### config.mk
export PLATFORM = sky130hd
export DESIGN_NAME = panel_ctrl
export DESIGN_NICKNAME = d
export VERILOG_FILES = /design/src/rtl/panel_pkg.sv /design/src/rtl/btn_debounce.sv /design/src/rtl/panel_ctrl.sv
export SDC_FILE = /design/constraint.sdc
export NUM_CORES = 1
export LEC_CHECK = 0
export ABC_AREA = 1
export BUFFER_PORTS_ARGS = -buffer_cell sky130_fd_sc_hd__buf_4
export CELL_PAD_IN_SITES_DETAIL_PLACEMENT = 0
export CELL_PAD_IN_SITES_GLOBAL_PLACEMENT = 1
export CORE_AREA = 2 2 99 101
export DETAILED_ROUTE_END_ITERATION = 8
export DIE_AREA = 0 0 101 103
export HOLD_SLACK_MARGIN = 0.12
export PLACE_DENSITY_LB_ADDON = 0.1
export SETUP_SLACK_MARGIN = 0.2
export SYNTH_ARGS = -nofsm -noshare
export SYNTH_HDL_FRONTEND = slang
export SYNTH_SLANG_ARGS = --single-unit
### constraint.sdc
create_clock -name clk -period 1.9 [get_ports clk]
set_input_delay 0.095 -clock clk [delete_from_list [all_inputs] [get_ports clk]]
set_output_delay 0.095 -clock clk [all_outputs]
set_load 0.005 [all_outputs]
### src/rtl/panel_pkg.sv
// Shared types and constants for the front-panel controller: display modes,
// fixed LED patterns and the small helpers used by the LED sequencer.
package panel_pkg;

    typedef enum logic [1:0] {
        MODE_OFF   = 2'd0,
        MODE_SOLID = 2'd1,
        MODE_CHASE = 2'd2,
        MODE_BLINK = 2'd3
    } mode_e;

    localparam logic [5:0] LEDS_ALL   = 6'h3F;
    localparam logic [5:0] LEDS_NONE  = 6'h00;
    localparam logic [5:0] CHASE_SEED = 6'b000001;

    function automatic mode_e next_mode(input mode_e cur);
        mode_e nxt;
        case (cur)
            MODE_OFF:   nxt = MODE_SOLID;
            MODE_SOLID: nxt = MODE_CHASE;
            MODE_CHASE: nxt = MODE_BLINK;
            default:    nxt = MODE_OFF;
        endcase
        return nxt;
    endfunction

    // Left moves the lit bit from bit0 towards bit5; right is the reverse.
    function automatic logic [5:0] rotate_leds(input logic [5:0] cur, input logic right);
        return right ? {cur[0], cur[5:1]} : {cur[4:0], cur[5]};
    endfunction

endpackage

### src/rtl/btn_debounce.sv
// One push-button channel: 2-FF synchroniser, tick-based debounce and a
// single-cycle pulse on each accepted release-to-press transition.
module btn_debounce #(
    parameter int DEB_TICKS = 20
) (
    input  logic clk,
    input  logic rst,
    input  logic tick,
    input  logic btn_n_i,
    output logic press_o
);

    localparam int CW = $clog2(DEB_TICKS + 1);

    logic [1:0]    sync_q, sync_d;
    logic          stable_q, stable_d;
    logic [CW-1:0] cnt_q, cnt_d;
    logic          press_q, press_d;
    logic          level;

    // Pins idle high, so the synchroniser resets to the released level.
    assign level = ~sync_q[1];

    always_comb begin
        sync_d   = {sync_q[0], btn_n_i};
        stable_d = stable_q;
        cnt_d    = cnt_q;
        press_d  = 1'b0;
        if (level == stable_q) begin
            cnt_d = '0;
        end else if (tick) begin
            if (cnt_q == CW'(DEB_TICKS - 1)) begin
                cnt_d    = '0;
                stable_d = level;
                press_d  = level;
            end else begin
                cnt_d = cnt_q + 1'b1;
            end
        end
    end

    always_ff @(posedge clk or posedge rst) begin
        if (rst) begin
            sync_q   <= 2'b11;
            stable_q <= 1'b0;
            cnt_q    <= '0;
            press_q  <= 1'b0;
        end else begin
            sync_q   <= sync_d;
            stable_q <= stable_d;
            cnt_q    <= cnt_d;
            press_q  <= press_d;
        end
    end

    assign press_o = press_q;

endmodule

### src/rtl/panel_ctrl.sv
// Front-panel controller: timebase, two debounced buttons, 4-mode LED
// display state machine and a fixed-length square-wave beeper.
module panel_ctrl
    import panel_pkg::*;
#(
    parameter int TICK_DIV   = 50000,
    parameter int DEB_TICKS  = 20,
    parameter int STEP_TICKS = 250,
    parameter int BEEP_HALF  = 12500,
    parameter int BEEP_TICKS = 100
) (
    input  logic       clk,
    input  logic       rst,
    input  logic [1:0] buttons_i,
    output logic [5:0] leds_o,
    output logic       beep_o,
    output logic [1:0] mode_o,
    output logic [1:0] press_o
);

    localparam int TW = (TICK_DIV > 1)   ? $clog2(TICK_DIV)   : 1;
    localparam int SW = (STEP_TICKS > 1) ? $clog2(STEP_TICKS) : 1;
    localparam int HW = (BEEP_HALF > 1)  ? $clog2(BEEP_HALF)  : 1;
    localparam int DW = $clog2(BEEP_TICKS + 1);

    logic [TW-1:0] tick_cnt_q, tick_cnt_d;
    logic          tick;
    logic [1:0]    press;

    mode_e         mode_q, mode_d;
    logic          dir_q, dir_d;
    logic [5:0]    leds_q, leds_d;
    logic [SW-1:0] step_q, step_d;

    logic [DW-1:0] dur_q, dur_d;
    logic [HW-1:0] half_q, half_d;
    logic          beep_q, beep_d;

    always_comb begin
        tick       = (tick_cnt_q == TW'(TICK_DIV - 1));
        tick_cnt_d = tick ? '0 : tick_cnt_q + 1'b1;
    end

    for (genvar i = 0; i < 2; i++) begin : g_btn
        btn_debounce #(.DEB_TICKS(DEB_TICKS)) u_btn (
            .clk     (clk),
            .rst     (rst),
            .tick    (tick),
            .btn_n_i (buttons_i[i]),
            .press_o (press[i])
        );
    end

    // A mode change reloads the entry pattern and restarts the step period;
    // direction is tracked in every mode so a toggle made early is kept.
    always_comb begin
        mode_d = mode_q;
        dir_d  = dir_q ^ press[1];
        leds_d = leds_q;
        step_d = step_q;
        if (press[0]) begin
            mode_d = next_mode(mode_q);
            step_d = '0;
            case (mode_d)
                MODE_SOLID: leds_d = LEDS_ALL;
                MODE_CHASE: leds_d = CHASE_SEED;
                MODE_BLINK: leds_d = LEDS_ALL;
                default:    leds_d = LEDS_NONE;
            endcase
        end else if (tick) begin
            if (step_q == SW'(STEP_TICKS - 1)) begin
                step_d = '0;
                case (mode_q)
                    MODE_CHASE: leds_d = rotate_leds(leds_q, dir_q);
                    MODE_BLINK: leds_d = ~leds_q;
                    default:    leds_d = leds_q;
                endcase
            end else begin
                step_d = step_q + 1'b1;
            end
        end
    end

    // Any press restarts both the duration and the tone phase.
    always_comb begin
        dur_d  = dur_q;
        half_d = half_q;
        beep_d = beep_q;
        if (|press) begin
            dur_d  = DW'(BEEP_TICKS);
            half_d = '0;
            beep_d = 1'b1;
        end else if (dur_q != '0) begin
            if (tick) begin
                dur_d = dur_q - 1'b1;
            end
            if (dur_d == '0) begin
                half_d = '0;
                beep_d = 1'b0;
            end else if (half_q == HW'(BEEP_HALF - 1)) begin
                half_d = '0;
                beep_d = ~beep_q;
            end else begin
                half_d = half_q + 1'b1;
            end
        end else begin
            half_d = '0;
            beep_d = 1'b0;
        end
    end

    always_ff @(posedge clk or posedge rst) begin
        if (rst) begin
            tick_cnt_q <= '0;
            mode_q     <= MODE_OFF;
            dir_q      <= 1'b0;
            leds_q     <= LEDS_NONE;
            step_q     <= '0;
            dur_q      <= '0;
            half_q     <= '0;
            beep_q     <= 1'b0;
        end else begin
            tick_cnt_q <= tick_cnt_d;
            mode_q     <= mode_d;
            dir_q      <= dir_d;
            leds_q     <= leds_d;
            step_q     <= step_d;
            dur_q      <= dur_d;
            half_q     <= half_d;
            beep_q     <= beep_d;
        end
    end

    assign leds_o  = leds_q;
    assign beep_o  = beep_q;
    assign mode_o  = mode_q;
    assign press_o = press;

endmodule
==> key figures <==
Outcome
  • Status: complete, no violations

Floorplanning
  • Core ar.: 0.009459 mm²
  • Row cnt: 36
  • Initial Utilization: 41.67%
  • Total I/O pin count: 15
  • Die outline area: 0.01040 mm²
  • DIE HEIGHT: 103 µm
  • Die extent in x: 101 µm

GRT
  • Global route total overflow: 0
  • Antenna violations before repair: 0
  • Global-route usage over all layers: 17.19%
  • Pin count of the biggest net entering global routing: 39
  • Vias in the first global route: 3,076
  • First-pass GRT wire length: 14.26 mm

Timing
  • Normalized max-slew margin: 77.57%
  • Post-route minimum period: 1.792 ns
  • Unrepaired setup endpoints after global routing: true
  • Fin Clk Skew: 0.01112 ns
  • Final-report setup violation count: 0
  • Worst hold slack after final layout: 0.2582 ns
  • Final hold violation count: 0
  • Slew at the pin closest to its max-slew limit: 0.3353 ns
  • Number of max-slew violations in the final report: 0
  • Highest clock frequency the design can meet: 558.1 MHz
  • TNS Setup: 0 ns
  • Period Utilization, post-route: 94.31%

Synthesis
  • Synthesized flop and latch total: 73
  • Nets in the synthesized netlist: 483
  • Synth Instances: 466
  • Number of unique standard cell types used by synthesis: 40
  • Average cell area after synthesis: 8.458 µm²
  • Cell area after synthesis: 0.003941 mm²
  • Share of the yosys chip area belonging to registers: 46.48%
  • Yosys Warn Count: 0

Clock tree
  • Maximum buffer depth of the clock tree: 2
  • Clock latency at the later pin of the worst-skew pair: 0.35 ns
  • CTS H-tree depth: 3
  • TritonCTS sink count: 73
  • Root buffer cell: sky130_fd_sc_hd__clkbuf_8
  • CTS tree: built
  • CTS Buf Count: 9
  • Clock slew at the register clock pins of the worst setup and hold paths: 0.09 ns

Detailed routing
  • Max Used Layer: met4
  • Count of unresolved DRC violations after routing: 0
  • Post-DR wirelength/cell: 13.01 µm
  • M1 WL: 4.333 mm
  • Detailed router's first-iteration violation count: 119
  • Drt first pass iters: 4
  • Number of nets with antenna violations after detailed routing: 0
  • Wire length on met3: 162 µm
  • Number of vias in the routed layout: 3,278
  • Post-Route WL: 8.614 mm
  • Vias per cell: 4.952
  • Total met2 wirelength after detailed routing: 4.016 mm

Layout
  • Fraction of final layout cells with drive strength greater than 1: 33.94%
  • Area taken by multi-input logic gates: 0.002123 mm²
  • Area overhead of the layout relative to synthesis: 32.54%
  • Highest-count cells in the layout ignoring fill and taps: 72 x sky130_fd_sc_hd__nand2_1, 68 x sky130_fd_sc_hd__dfrtp_1, 58 x sky130_fd_sc_hd__buf_4
  • Total inserted antenna cells: 0
  • Number of fill cells in the layout: 893
  • Final core utilization: 55.22%
  • Fin nets: 560
  • Area taken by flip-flops and latches: 0.001833 mm²
  • Most common library cell in the layout ignoring fill and taps: sky130_fd_sc_hd__nand2_1

Setup path
  • Cell type of the slowest stage on the worst timing path: sky130_fd_sc_hd__dfrtp_1
  • Worst flop-to-flop path startpoint: tick_cnt_q[0]$_DFF_PP0_
  • Kind of capture point of the worst setup path: flip-flop
  • Critical path fanouts, max: 7
  • R2r worst-path depth: 11
  • Start-to-end type of the worst setup path: flip-flop to flip-flop
  • Arrival time at the worst endpoint: 2.04 ns
  • Cell chain of the critical path: ha_4 -> nand3_4 -> nor2_4 -> nand3_1 -> nand2_1 -> nand2_1 -> nor2_2 -> nand3_2 -> nand3_4 -> buf_12 -> nor2_2
  • Crit path to: half_q[7]$_DFF_PP0_
  • Setup slack, reg-to-reg: 0.11 ns
  • Worst setup path start: tick_cnt_q[0]$_DFF_PP0_
  • Required time reported for the critical path endpoint: 2.14 ns
  • Worst setup SP type: flip-flop
  • R2R Path End: half_q[7]$_DFF_PP0_
  • Biggest cell delay along the critical path: 0.43 ns

Pwr
  • Leakage: 2.453 nW
  • Power consumption: 0.003163 W
  • P per Cell Area: 605.5 mW/mm²
  • Highest ir drop seen on vdd: 363.8 µV

Place
  • Port buffer count: 14
  • Detailed placer's ending HPWL: 5.801 mm
  • Final Wtd Congestion: 0.8134

Worst hold path
  • Path class of the lowest-slack min-delay path: primary input to async pin

Job
  • Max cap viols: 0
-- critical path: cells and delay by family (launching register included) --
family | cells | cell delay, ns
adders and majority gates | 1 | 0.18
DFF | 1 | 0.43
and+or+nand+nor | 9 | 0.93
buffers and inverters | 1 | 0.15
-- synthesized netlist by cell type --
cell type / n / area share [%]
sky130_fd_sc_hd__a211oi_1: 1 / 0.19
sky130_fd_sc_hd__a21oi_1: 15 / 1.9
sky130_fd_sc_hd__a21oi_4: 1 / 0.41
sky130_fd_sc_hd__a221oi_1: 1 / 0.22
sky130_fd_sc_hd__a22o_1: 1 / 0.22
sky130_fd_sc_hd__a31oi_1: 1 / 0.16
sky130_fd_sc_hd__and3_1: 1 / 0.16
sky130_fd_sc_hd__buf_12: 1 / 0.51
sky130_fd_sc_hd__buf_4: 2 / 0.38
sky130_fd_sc_hd__buf_6: 1 / 0.29
sky130_fd_sc_hd__clkbuf_1: 1 / 0.095
sky130_fd_sc_hd__clkinv_2: 1 / 0.13
sky130_fd_sc_hd__dfrtp_1: 69 / 44
sky130_fd_sc_hd__dfstp_2: 4 / 2.7
sky130_fd_sc_hd__ha_1: 13 / 4.1
sky130_fd_sc_hd__inv_1: 60 / 5.7
sky130_fd_sc_hd__inv_2: 1 / 0.095
sky130_fd_sc_hd__nand2_1: 94 / 9.0
sky130_fd_sc_hd__nand2_2: 1 / 0.16
sky130_fd_sc_hd__nand2_4: 3 / 0.86
sky130_fd_sc_hd__nand3_1: 21 / 2.7
sky130_fd_sc_hd__nand3_2: 2 / 0.51
sky130_fd_sc_hd__nand3_4: 1 / 0.44
sky130_fd_sc_hd__nand3b_1: 2 / 0.38
sky130_fd_sc_hd__nand4_1: 14 / 2.2
sky130_fd_sc_hd__nor2_1: 54 / 5.1
sky130_fd_sc_hd__nor2_2: 13 / 2.1
sky130_fd_sc_hd__nor2_4: 5 / 1.4
sky130_fd_sc_hd__nor3_1: 7 / 0.89
sky130_fd_sc_hd__nor3b_1: 2 / 0.38
sky130_fd_sc_hd__nor4_1: 4 / 0.63
sky130_fd_sc_hd__o211ai_1: 1 / 0.19
sky130_fd_sc_hd__o21a_1: 1 / 0.19
sky130_fd_sc_hd__o21ai_0: 25 / 3.2
sky130_fd_sc_hd__o21ai_1: 3 / 0.38
sky130_fd_sc_hd__o221ai_1: 5 / 1.1
sky130_fd_sc_hd__o22ai_1: 5 / 0.79
sky130_fd_sc_hd__o31ai_1: 3 / 0.57
sky130_fd_sc_hd__xnor2_1: 11 / 2.4
sky130_fd_sc_hd__xor2_1: 15 / 3.3
-- cells by family after synthesis --
family,share of synthesized area [%]
simple gates,26.89
flops,46.48
buf+inv,7.206
compound gates,9.524
xor+xnor,5.778
fa+ha+maj,4.127
-- worst min path at each step --
stage            startpoint                            endpoint  slack (ns)  cells after the start
6_report                rst                 half_q[0]$_DFF_PP0_        0.26                      3
5_1_grt                 rst                 half_q[3]$_DFF_PP0_        0.29                      3
4_1_cts                 rst                 half_q[3]$_DFF_PP0_        0.25                      3
3_5_place_dp            rst                 half_q[1]$_DFF_PP0_        0.09                      2
3_3_place_gp            rst                 half_q[1]$_DFF_PP0_        0.08                      2
2_1_floorplan  buttons_i[0]  g_btn[0].u_btn.sync_q[0]$_DFF_PP1_         0.1                      0
-- layer usage --
layer  vias to the layer above  GRT usage (%)
met5                         -              0
met4                         0          3.742
met3                         9          3.458
met2                        33          27.90
met1                      1559          24.05
li1                       1677              -
-- metrics by stage --
stage | setup WS [ns] | area, µm² | cells
global route | -0.02213 | 5224 | 662
global placement | 0.08651 | 4368 | 614
finish | 0.1081 | 5224 | 662
floorplan | 0.2042 | 3945 | 466
CTS | 0.1396 | 4821 | 644
detailed placement | 0.03651 | 4368 | 614
-- power by group --
part	internal (W)	switching (W)	total (W)
registers	0.00156	0.00000446	0.00157
logic	0.0000245	0.0000470	0.0000715
clock network	0.000913	0.000612	0.00152
-- registers in the layout, summed over array words and instances, names as in the netlist --
name                  flops
g_btn.u_btn.stable_q      2
step_q                    8
g_btn.u_btn.press_o       2
half_q                   14
mode_o                    2
beep_o                    1
tick_cnt_q               16
dir_q                     1
g_btn.u_btn.cnt_q        10
leds_o                    6
g_btn.u_btn.sync_q        4
dur_q                     7
-- final cells by class --
| cell class | instances | share of cell area, % |
|---|---|---|
| clock buffers | 10 | 2.635 |
| clock inverters | 6 | 2.204 |
| inverters | 62 | 4.958 |
| multi-input cells | 326 | 40.65 |
| flip-flops and latches | 73 | 35.09 |
| well taps | 114 | 2.731 |
| repair buffers | 71 | 11.74 |
-- what timing repair did --
action,in CTS,in global routing
setup endpoints to repair,39,47
cloned,0,0
resized for setup,22,81
hold endpoints to repair,72,0
pin swaps,17,22
setup buffers,11,18
hold buffers,3,0
Note: power is estimated with default switching activity, not from simulation.
